--- src/rtl/sha256_digest_out.sv ---
// SHA-256 digest back end: holds chaining words H0..H7, folds each
// compression block's working variables into them, then streams the
// 256-bit digest out as eight 32-bit words over a valid/ready handshake.
// Optional macro SHA256_DIGEST_ERR_EN adds a sticky proto_err output.
module sha256_digest_out #(
  parameter bit H0_FIRST   = 1'b1,  // 1: stream H0..H7, 0: stream H7..H0
  parameter bit DONE_PULSE = 1'b1   // 1: digest_done 1-cycle pulse, 0: level
) (
  input  logic         clk,
  input  logic         rst_n,
  input  logic         msg_start,
  input  logic         blk_done,
  input  logic         last_blk,
  input  logic [255:0] wv,
  output logic [255:0] chain_out,
  output logic         busy,
  output logic [31:0]  dout,
  output logic         dout_valid,
  input  logic         dout_ready,
  output logic         digest_done
`ifdef SHA256_DIGEST_ERR_EN
  , output logic       proto_err
`endif
);

  // Packed index 7 holds H0 so the vector layout matches chain_out/wv.
  localparam logic [7:0][31:0] IV = {
    32'h6a09e667, 32'hbb67ae85, 32'h3c6ef372, 32'ha54ff53a,
    32'h510e527f, 32'h9b05688c, 32'h1f83d9ab, 32'h5be0cd19
  };

  typedef enum logic [1:0] {IDLE, ACCUM, STREAM} state_t;

  state_t           state_q, state_d;
  logic [7:0][31:0] h_q, h_d, h_sum;
  logic [2:0]       cnt_q, cnt_d;
  logic [31:0]      dout_q, dout_d;
  logic             dval_q, dval_d;
  logic             done_q, done_d;
  logic             hs;

  // Word selected by stream index, honouring the configured word order.
  function automatic logic [31:0] pick(input logic [7:0][31:0] h, input logic [2:0] idx);
    return H0_FIRST ? h[3'd7 - idx] : h[idx];
  endfunction

  // Per-word mod-2^32 fold; carries never cross word boundaries.
  always_comb begin
    for (int k = 0; k < 8; k++) h_sum[k] = h_q[k] + wv[k*32 +: 32];
  end

  assign hs = dval_q & dout_ready;

  // Next-state logic: msg_start outranks everything, including blk_done.
  always_comb begin
    state_d = state_q;
    h_d     = h_q;
    cnt_d   = cnt_q;
    dout_d  = dout_q;
    dval_d  = dval_q;
    done_d  = DONE_PULSE ? 1'b0 : done_q;
    if (msg_start) begin
      state_d = ACCUM;
      h_d     = IV;
      cnt_d   = 3'd0;
      dval_d  = 1'b0;
      done_d  = 1'b0;
    end else begin
      case (state_q)
        ACCUM: begin
          if (blk_done) begin
            h_d = h_sum;
            if (last_blk) begin
              state_d = STREAM;
              cnt_d   = 3'd0;
              dval_d  = 1'b1;
              dout_d  = pick(h_sum, 3'd0);
            end
          end
        end
        STREAM: begin
          if (hs) begin
            if (cnt_q == 3'd7) begin
              state_d = IDLE;
              cnt_d   = 3'd0;
              dval_d  = 1'b0;
              done_d  = 1'b1;
            end else begin
              cnt_d  = cnt_q + 3'd1;
              dout_d = pick(h_q, cnt_q + 3'd1);
            end
          end
        end
        default: ;
      endcase
    end
  end

  // State, chaining value and registered stream outputs.
  always_ff @(posedge clk or negedge rst_n) begin
    if (!rst_n) begin
      state_q <= IDLE;
      h_q     <= IV;
      cnt_q   <= 3'd0;
      dout_q  <= 32'd0;
      dval_q  <= 1'b0;
      done_q  <= 1'b0;
    end else begin
      state_q <= state_d;
      h_q     <= h_d;
      cnt_q   <= cnt_d;
      dout_q  <= dout_d;
      dval_q  <= dval_d;
      done_q  <= done_d;
    end
  end

  assign chain_out   = h_q;
  assign busy        = (state_q != IDLE);
  assign dout        = dout_q;
  assign dout_valid  = dval_q;
  assign digest_done = done_q;

`ifdef SHA256_DIGEST_ERR_EN
  logic perr_q, perr_d;

  // Sticky protocol error; only a clean restart from IDLE clears it.
  always_comb begin
    perr_d = perr_q;
    if (msg_start) begin
      if (state_q == STREAM)    perr_d = 1'b1;
      else if (state_q == IDLE) perr_d = 1'b0;
    end else if (blk_done && state_q != ACCUM) begin
      perr_d = 1'b1;
    end
  end

  // Error flag register.
  always_ff @(posedge clk or negedge rst_n) begin
    if (!rst_n) perr_q <= 1'b0;
    else        perr_q <= perr_d;
  end

  assign proto_err = perr_q;
`endif

endmodule
--- config.mk ---
export PLATFORM = sky130hd
export DESIGN_NAME = sha256_digest_out
export DESIGN_NICKNAME = d
export VERILOG_FILES = /design/src/rtl/sha256_digest_out.sv
export SDC_FILE = /design/constraint.sdc
export NUM_CORES = 1
export LEC_CHECK = 0
export CAP_MARGIN = 20
export CELL_PAD_IN_SITES_DETAIL_PLACEMENT = 1
export CELL_PAD_IN_SITES_GLOBAL_PLACEMENT = 1
export CORE_MARGIN = 4
export CORE_UTILIZATION = 42
export CTS_CLUSTER_SIZE = 25
export DETAILED_ROUTE_END_ITERATION = 8
export HOLD_SLACK_MARGIN = 0.06
export PLACE_DENSITY = 0.95
export REMOVE_ABC_BUFFERS = 1
export SLEW_MARGIN = 25
export SYNTH_ARGS = -nofsm -noshare
export SYNTH_HDL_FRONTEND = slang
export SYNTH_SLANG_ARGS = --single-unit
--- constraint.sdc ---
create_clock -name clk -period 6 [get_ports clk]
set_clock_uncertainty 0.05 [all_clocks]
set_input_delay 1.2 -clock clk [delete_from_list [all_inputs] [get_ports clk]]
set_output_delay 1.2 -clock clk [all_outputs]
set_load 0.1 [all_outputs]
==> impl_metrics.py, run 1 <==
metrics = {
    "global_route": {
        "grtUsageTotal_pct": 34.7,
        "antenna_found_initial": 21,
        "first_global_vias": 29594,
        "gr-total-overflow": 0,
        "grt_pass1_wl_um": 179000,
        "grt_max_degree": 154,
    },
    "logic_synthesis": {
        "async_flop_share_pct": 100,
        "yosys.area.top_type": "dfrtp_1",
        "ys_types": 94,
        "synth_compound_area_share_pct": 26.3,
        "synth.avg_cell_area_um2": 8.79,
        "synth-simple-area-share_pct": 14.7,
        "yosys.area_share.xor_xnor_pct": 6.53,
        "muxShareOfSynthArea_pct": 7.73,
        "synth-edff-count": 0,
        "synth_top_family_by_area": "compound AO/OA/AOI/OAI gates",
        "synthTopCellsByArea": "dfrtp_1 15%, dfstp_2 14%, ha_1 12%, a21oi_1 6.4%, mux4_2 5.5%",
        "synth_top_area_share_pct": 15.2,
        "synth_common_cells": "341 x nand2_1, 332 x a21oi_1, 253 x ha_1",
        "synth_cells": 2959,
        "synth-main-ff-cell": "dfrtp_1",
        "syn_area_um2": 26000,
        "ys_warn_count": 0,
        "synth-adder-area-share_pct": 12.8,
        "yosysSeqAreaShare_pct": 28.9,
        "yosysMostFrequentCell": "nand2_1",
        "ys_ff_latch": 294,
    },
    "timing": {
        "final.setup.tns_ns": 0,
        "rsz0062_at_grt": "no",
        "finalSetupViolCount": 0,
        "drv_slew": 0,
        "hold_slack_ns": 0.441,
        "hold_viol": 0,
        "period_share_pct": 78.0,
        "fin_crit_ns": 4.68,
        "worstMarginPinSlew_ns": 1.11,
        "fmax_mhz": 214,
        "slew_headroom_pct": 25.7,
        "fin_ws_ns": 1.32,
    },
    "die": {
        "die_h_um": 257,
        "die_width_um": 257,
        "core_um2": 60800,
        "ioPinCount": 553,
        "start_util_pct": 42.8,
        "die-area_um2": 66000,
        "row_count": 90,
    },
    "worst_setup_path": {
        "critPathLaunchType": "input port",
        "rrSetupSlack_ns": 1.92,
        "cp_num_buf_inv": 1,
        "arrival_ns": 5.10,
        "critical_path_class": "input port to register",
        "cp_slowest_cell": "a2111oi_0",
        "cp_top_family": "compound AO/OA/AOI/OAI gates",
        "startpoint": "wv[97]",
        "cp_data_required_time_ns": 6.42,
        "cp_max_fo": 4,
        "endpoint": "chain_out[127]$_DFFE_PN0P_",
        "worst_r2r_endpoint": "chain_out[127]$_DFFE_PN0P_",
        "reg2reg_from": "chain_out[97]$_DFFE_PN1P_",
        "crit_chain": "clkdlybuf4s50_1 -> ha_1 -> a21o_1 -> a21oi_1 -> o21ai_1 -> a2111oi_0 -> o21ba_2 -> o31ai_1 -> o22ai_1 -> xor2_1 -> or3_1 -> a21oi_1",
        "reg2reg_depth": 11,
        "crit_path_frequent_cell": "a21oi_1",
        "cp.depth": 12,
        "endpoint_kind": "register",
        "max_stage_delay_ns": 0.84,
    },
    "cells_and_area": {
        "fill_cells": 6951,
        "syn2layout_area_growth_pct": 29.4,
        "final_core_utilization_pct": 55.4,
        "drive_gt1_share_pct": 10.6,
        "final_area_um2": 33700,
        "final_nets": 3961,
    },
    "placement": {
        "portBuffers": 552,
        "hpwl_um": 88900,
        "post-place-ws_ns": 0.932,
        "postPlaceCellArea_um2": 32200,
        "place_congestion": 0.954,
    },
    "drt": {
        "routed_wl_um": 119000,
        "firstDrtPassIters": 5,
        "wl_per_cell_um": 28.0,
        "drt_iter0_markers": 2255,
        "vias": 27577,
        "drtAntennaViolNets": 0,
        "drc": 0,
        "vias_per_cell": 6.47,
    },
    "clock_network": {
        "cts_root_buffer": "clkbuf_16",
        "htree_levels": 2,
        "clk_path_buf_depth": 3,
        "cts_tree": "done",
        "cts_hold_buf": 0,
        "post_cts_buffers": 0,
        "cts_sinks": 294,
        "cts_inserted_buffers": 41,
        "path_clk_slew_ns": 0.05,
        "ctsResizeCount": 0,
        "clk_latency_ns": 0.57,
    },
    "run": {
        "maxCapViolCount": 0,
    },
    "pwr": {
        "ir_worst_vdd_v": 0.000312,
        "pwr_density_cell_nw_per_um2": 563,
        "leakage_nw": 14.4,
    },
    "worst_hold_path": {
        "min_path_type": "register to register",
        "min_from": "dout[12]$_DFFE_PN0P_",
    },
    "status": {
        "status": "complete, no violations",
    },
}
## power by group
| part | internal [mW] | leakage [nW] | switching, mW |
|---|---|---|---|
| combinational | 3.83 | 10.2 | 8.90 |
| sequential | 2.76 | 3.53 | 0.925 |
| clock | 1.53 | 0.667 | 1.01 |
| total | 8.12 | 14.4 | 10.8 |
## placed cells by master, fill, tap and decap left out, drive strengths merged, types with 19 or more instances in the layout
master and n:
mux2i 22, and3 30, a21oi 334, nor2 174, mux2 31, dfrtp 158, inv 64, xnor2 113
mux4 64, nand2b 26, nand2 341, nand3 67, o21ai 207, a31oi 30, nor3 52, xor2 81
o211ai 65, nor2b 31, nand4 32, or3 19, clkdlybuf4s50 547, clkbuf 61, buf 30, o21a 35
a211oi 36, o21bai 40, a21o 185, ha 253, dfstp 136
## per-stage QoR
step                power [mW]  instances
global placement          15.7       4175
detailed placement        16.1       4175
CTS                       18.8       4246
finish                    19.0       4265
floorplan                 12.6       2818
global route              19.7       4262
## worst min-delay path by stage
| stage | endpoint | slack, ns | cells after the start |
|---|---|---|---|
| after floorplan | cnt_q[2]$_DFFE_PN0P_ | 0.44 | 2 |
| after global placement | dout[0]$_DFFE_PN0P_ | 0.41 | 2 |
| after detailed placement | dout[26]$_DFFE_PN0P_ | 0.43 | 2 |
| after CTS | dout[12]$_DFFE_PN0P_ | 0.44 | 2 |
| after global routing | dout[12]$_DFFE_PN0P_ | 0.46 | 2 |
| final | dout[12]$_DFFE_PN0P_ | 0.44 | 2 |
## final cells by class
cell class	instances	area (um^2)	share of cell area [%]
multi-input combinational	2459	17700	52.7
timing repair buffer	577	5780	17.2
tap	782	978	2.91
clock inverter	10	128	0.379
inverter	65	245	0.728
clock buffer	61	1220	3.63
sequential	294	7530	22.4
antenna	17	42.5	0.126
## registers in the layout (all words and copies together), names as in the netlist
register     cells
digest_done      1
dout            32
dout_valid       1
chain_out      256
cnt_q            3
state_q          1
## logic make-up after synthesis
family,after synthesis
mux,117
simple gates,824
flops,294
compound gates,1063
xor+xnor,194
buf+inv,206
fa+ha+maj,261
## worst min-delay path: cells and delay by family, from the launching register on
family          cells  cell delay, ns
simple gates        1            0.05
flops               1            0.34
compound gates      1            0.06
## routing by layer
| metal | track usage, % | vias up | part of all wire (%) |
|---|---|---|---|
| met2 | 58.2 | 1433 | 47 |
| met3 | 6.62 | 449 | 8.0 |
| met1 | 41.9 | 13722 | 38 |
| met5 | 0 | - | 0.029 |
| met4 | 19.7 | 6 | 6.5 |
| li1 | - | 11967 | - |
Note: power is estimated with default switching activity, not from simulation.
==> inputs of run 2 (changes only) <==
--- a/config.mk
+++ b/config.mk
@@ -9,7 +9,7 @@
 export CELL_PAD_IN_SITES_DETAIL_PLACEMENT = 1
 export CELL_PAD_IN_SITES_GLOBAL_PLACEMENT = 1
 export CORE_MARGIN = 4
-export CORE_UTILIZATION = 42
+export CORE_UTILIZATION = 40
 export CTS_CLUSTER_SIZE = 25
 export DETAILED_ROUTE_END_ITERATION = 8
 export HOLD_SLACK_MARGIN = 0.06
==> constraint.sdc (replaced) <==
create_clock -name clk -period 4.6 [get_ports clk]
set_clock_uncertainty 0.05 [all_clocks]
set_input_delay 0.92 -clock clk [delete_from_list [all_inputs] [get_ports clk]]
set_output_delay 0.92 -clock clk [all_outputs]
set_load 0.1 [all_outputs]
==> run 2 against run 1 <==
Effect of this change:
- clock-buffer cell count shrank 1
- combinational power rose by 32%
- power rose by 32%
- die area is 4.8% higher
- utilization down 2.6 points
- sequential share of layout area fell by 0.22 points
- highest routed layer unchanged
==> impl_metrics.py, run 2 (same netlist as run 1, synthesis figures left out) <==
metrics = {
    "placement": {
        "postPlaceCellArea_um2": 32600,
        "dp_cells": 4275,
        "portBuffers": 552,
        "hpwl_um": 92600,
        "place_congestion": 0.970,
    },
    "timing": {
        "fmax_mhz": 245,
        "rsz0062_at_grt": "no",
        "final.setup.tns_ns": 0,
        "period_share_pct": 88.6,
        "fin_crit_ns": 4.08,
        "hold_slack_ns": 0.386,
        "finalSetupViolCount": 0,
        "drv_slew": 0,
        "hold_viol": 0,
        "worstMarginPinSlew_ns": 1.11,
        "slew_headroom_pct": 25.9,
    },
    "worst_setup_path": {
        "critPathLaunchType": "input port",
        "rrSetupSlack_ns": 0.88,
        "critical_path_class": "input port to register",
        "endpoint_kind": "register",
        "cp_max_fo": 4,
        "cp_data_required_time_ns": 5.04,
        "arrival_ns": 4.51,
    },
    "global_route": {
        "grtUsageTotal_pct": 33.6,
        "first_global_vias": 29714,
        "gr-total-overflow": 0,
        "antenna_found_initial": 22,
        "grt_max_degree": 173,
        "grt_pass1_wl_um": 183000,
    },
    "drt": {
        "drt_iter0_markers": 2615,
        "drtAntennaViolNets": 0,
        "firstDrtPassIters": 5,
        "vias_per_cell": 6.32,
        "drc": 0,
        "vias": 27600,
        "routed_wl_um": 122000,
        "wl_per_cell_um": 28.0,
    },
    "clock_network": {
        "htree_levels": 2,
        "cts_inserted_buffers": 39,
        "post_cts_buffers": 0,
        "cts_hold_buf": 0,
        "cts_root_buffer": "clkbuf_16",
        "clk_path_buf_depth": 3,
        "path_clk_slew_ns": 0.06,
        "clk_latency_ns": 0.58,
        "cts_sinks": 294,
        "ctsResizeCount": 0,
        "cts_tree": "done",
    },
    "die": {
        "start_util_pct": 40.4,
        "row_count": 93,
        "die_width_um": 263,
        "die-area_um2": 69200,
        "core_um2": 64500,
        "die_h_um": 263,
        "ioPinCount": 553,
    },
    "cells_and_area": {
        "largest_register_ffs": 256,
        "final_nets": 3984,
        "layout_commonest_cell": "clkdlybuf4s50_1",
        "final_area_um2": 34000,
        "layout_common_cells": "547 x clkdlybuf4s50_1, 340 x nand2_1, 332 x a21oi_1",
        "syn2layout_area_growth_pct": 30.7,
        "fin_cells": 4364,
        "drive_gt1_share_pct": 11.4,
    },
    "run": {
        "maxCapViolCount": 0,
    },
    "pwr": {
        "pwr_density_cell_nw_per_um2": 734,
        "leakage_nw": 14.6,
        "ir_worst_vdd_v": 0.000441,
    },
    "worst_hold_path": {
        "min_path_type": "input port to async pin",
    },
    "status": {
        "status": "complete, no violations",
    },
}
==> run 2: critical path: stages <==
cell and delay, ns:
clkdlybuf4s50_1 0.43, ha_1 0.24, fa_1 0.42, a21o_1 0.20, a21oi_1 0.30, o21bai_1 0.17, a311oi_1 0.32, buf_4 0.18
o2111ai_1 0.22, a31oi_1 0.36, nor2_1 0.17, a31oi_1 0.26, xor2_1 0.21, a21oi_1 0.10
==> run 2: routing by layer <==
metal	vias up	wire (um)	track usage (%)
met3	422	10300	8.10
li1	12025	-	-
met4	12	7580	18.4
met1	13795	45500	38.9
met2	1346	58800	57.3
met5	-	72	0
==> run 2: worst paths after layout <==
check                                              start                    endpoint  cells past startpoint
min in group clk                     dout[0]$_DFFE_PN0P_         dout[0]$_DFFE_PN0P_                      2
worst min-delay path                               rst_n   chain_out[34]$_DFFE_PN0P_                      1
worst max register to register  chain_out[0]$_DFFE_PN1P_   chain_out[28]$_DFFE_PN1P_                     12
worst max-delay path                              wv[32]   chain_out[56]$_DFFE_PN1P_                     14
worst min register to register       dout[0]$_DFFE_PN0P_         dout[0]$_DFFE_PN0P_                      2
max in group asynchronous                          rst_n  chain_out[214]$_DFFE_PN1P_                      2
==> run 2: through the flow <==
step	util (%)	power, mW	setup WS, ns
4_1_cts	52.7	24.8	0.644
3_5_place_dp	50.5	21.2	0.115
2_1_floorplan	-	16.4	-4.40
5_1_grt	52.7	26.0	0.435
6_report	52.8	25.0	0.524
3_3_place_gp	50.5	20.6	0.224
==> run 2: final cells by class <==
| type | count | area (um^2) |
|---|---|---|
| fill | 7410 | 30500 |
| sequential | 294 | 7530 |
| inverter | 65 | 245 |
| timing repair buffer | 602 | 5980 |
| clock buffer | 60 | 1220 |
| tap | 855 | 1070 |
| antenna | 17 | 42.5 |
| clock inverter | 12 | 183 |
| multi-input combinational | 2459 | 17700 |
==> run 2: where the power goes <==
part           internal, mW  leakage (nW)  switching (mW)
combinational          5.07          10.4            11.7
sequential             3.60          3.53            1.22
clock                  2.05         0.681            1.34
total                  10.7          14.6            14.2
==> RTL change: new RTL, flow settings as in run 2 <==
Build with the macro `SHA256_DIGEST_ERR_EN` defined.
--- a/src/rtl/sha256_digest_out.sv
+++ b/src/rtl/sha256_digest_out.sv
@@ -2,6 +2,8 @@
 // compression block's working variables into them, then streams the
 // 256-bit digest out as eight 32-bit words over a valid/ready handshake.
 // Optional macro SHA256_DIGEST_ERR_EN adds a sticky proto_err output.
+`define SHA256_DIGEST_ERR_EN
+
 module sha256_digest_out #(
   parameter bit H0_FIRST   = 1'b1,  // 1: stream H0..H7, 0: stream H7..H0
   parameter bit DONE_PULSE = 1'b1   // 1: digest_done 1-cycle pulse, 0: level
New outputs: proto_err. Function: not settled (the Yosys comparison gave no result); the edit may change what the design does.
==> RTL change against run 2 <==
  * Setup slack got worse by 73 ps
  * Critical endpoint is now chain_out[124]
  * Critical path type unchanged
  * Clock power fell by 5%
  * Final area fell by 0.29%
  * Area after synthesis rose by 0.38%
  * Sequential cell count rose by 1
  * Fmax fell by 1.8%
  * Sequential power rose by 1%
  * Highest routed layer unchanged
  * Core utilization fell by 0.25 points
  * Power rose by 0.24%
  * Wire length rose by 0.14%
==> RTL change: results (changes against run 2) <==
metric;value;unit;change
first-pass GRT wire length;183;mm;about the same
met3 WL;10.4;mm;was 10.3 mm
synthesis-to-finish area growth;29.9;%;was 30.7%
worst-case register-to-register setup slack;850;ps;was 880 ps
Placement Setup Slack;93.4;ps;was 115 ps
worst-case headroom to the max-slew limit;26.0;%;was 25.9%
IO buf count;553;;was 552
global-route track usage on met1;40.1;%;was 38.9%
maximum vdd drop;0.360;mV;was 0.441 mV
final weighted congestion of routability-driven global placement;0.966;;was 0.970
routed metal-1 wire length;45.7;mm;was 45.5 mm
number of antenna violations at the first check in global routing;21;;was 22
GRT met3 Usage;6.69;%;was 8.10%
crit path max fanout;3;;was 4
number of instances in the synthesized netlist;2972;;was 2,959
worst setup path startpoint;wv[96];;was wv[32]
DP Area;32600;sq um;about the same
static leakage;14.4;nW;was 14.6 nW
status;finished clean;;unchanged
number of library cell types mapped by synthesis;96;;was 94
cell types with the largest area share after synthesis;dfrtp_1 15%, dfstp_2 14%, ha_1 12%;;unchanged
fillcell total;7471;;was 7,410
number of nets in the final layout;3994;;was 3,984
post-route fraction of the period consumed by the critical path;90.2;%;was 88.6%
vias after detailed routing;28100;;was 27,600
met2 wire len;58.7;mm;was 58.8 mm
fraction of power consumed by the clock network;12.9;%;was 13.6%
==> RTL change: changes by cell type after synthesis, moves of 12 or more <==
cell	run 2	this run
a21oi_1	332	347
a21o_1	184	155
o21ai_0	195	175
nor3_1	51	39
nand2_1	341	361
o21ai_1	11	35
o211ai_1	65	77
==> RTL change: kinds of logic (layout without fill, tap and decap cells) <==
group	count (synthesis)	in the layout	synth area share, %
buffers and inverters	206	734	3.13
AO/OA/AOI/OAI	1061	1061	26.1
flip-flops	295	295	28.9
adder cells (fa/ha/maj)	261	261	12.7
multiplexers	118	118	7.72
XOR/XNOR	204	204	6.84
AND/OR/NAND/NOR	827	827	14.6
other	0	14	0
==> RTL change: final cells by class <==
cell class	instances	area share (%)
Multi-Input combinational cell	2471	52.5
Sequential cell	295	22.3
Timing Repair Buffer	599	17.5
Clock buffer	67	3.61
Tap cell	855	3.15
Inverter	65	0.723
Clock inverter	3	0.192
Antenna cell	14	0.103
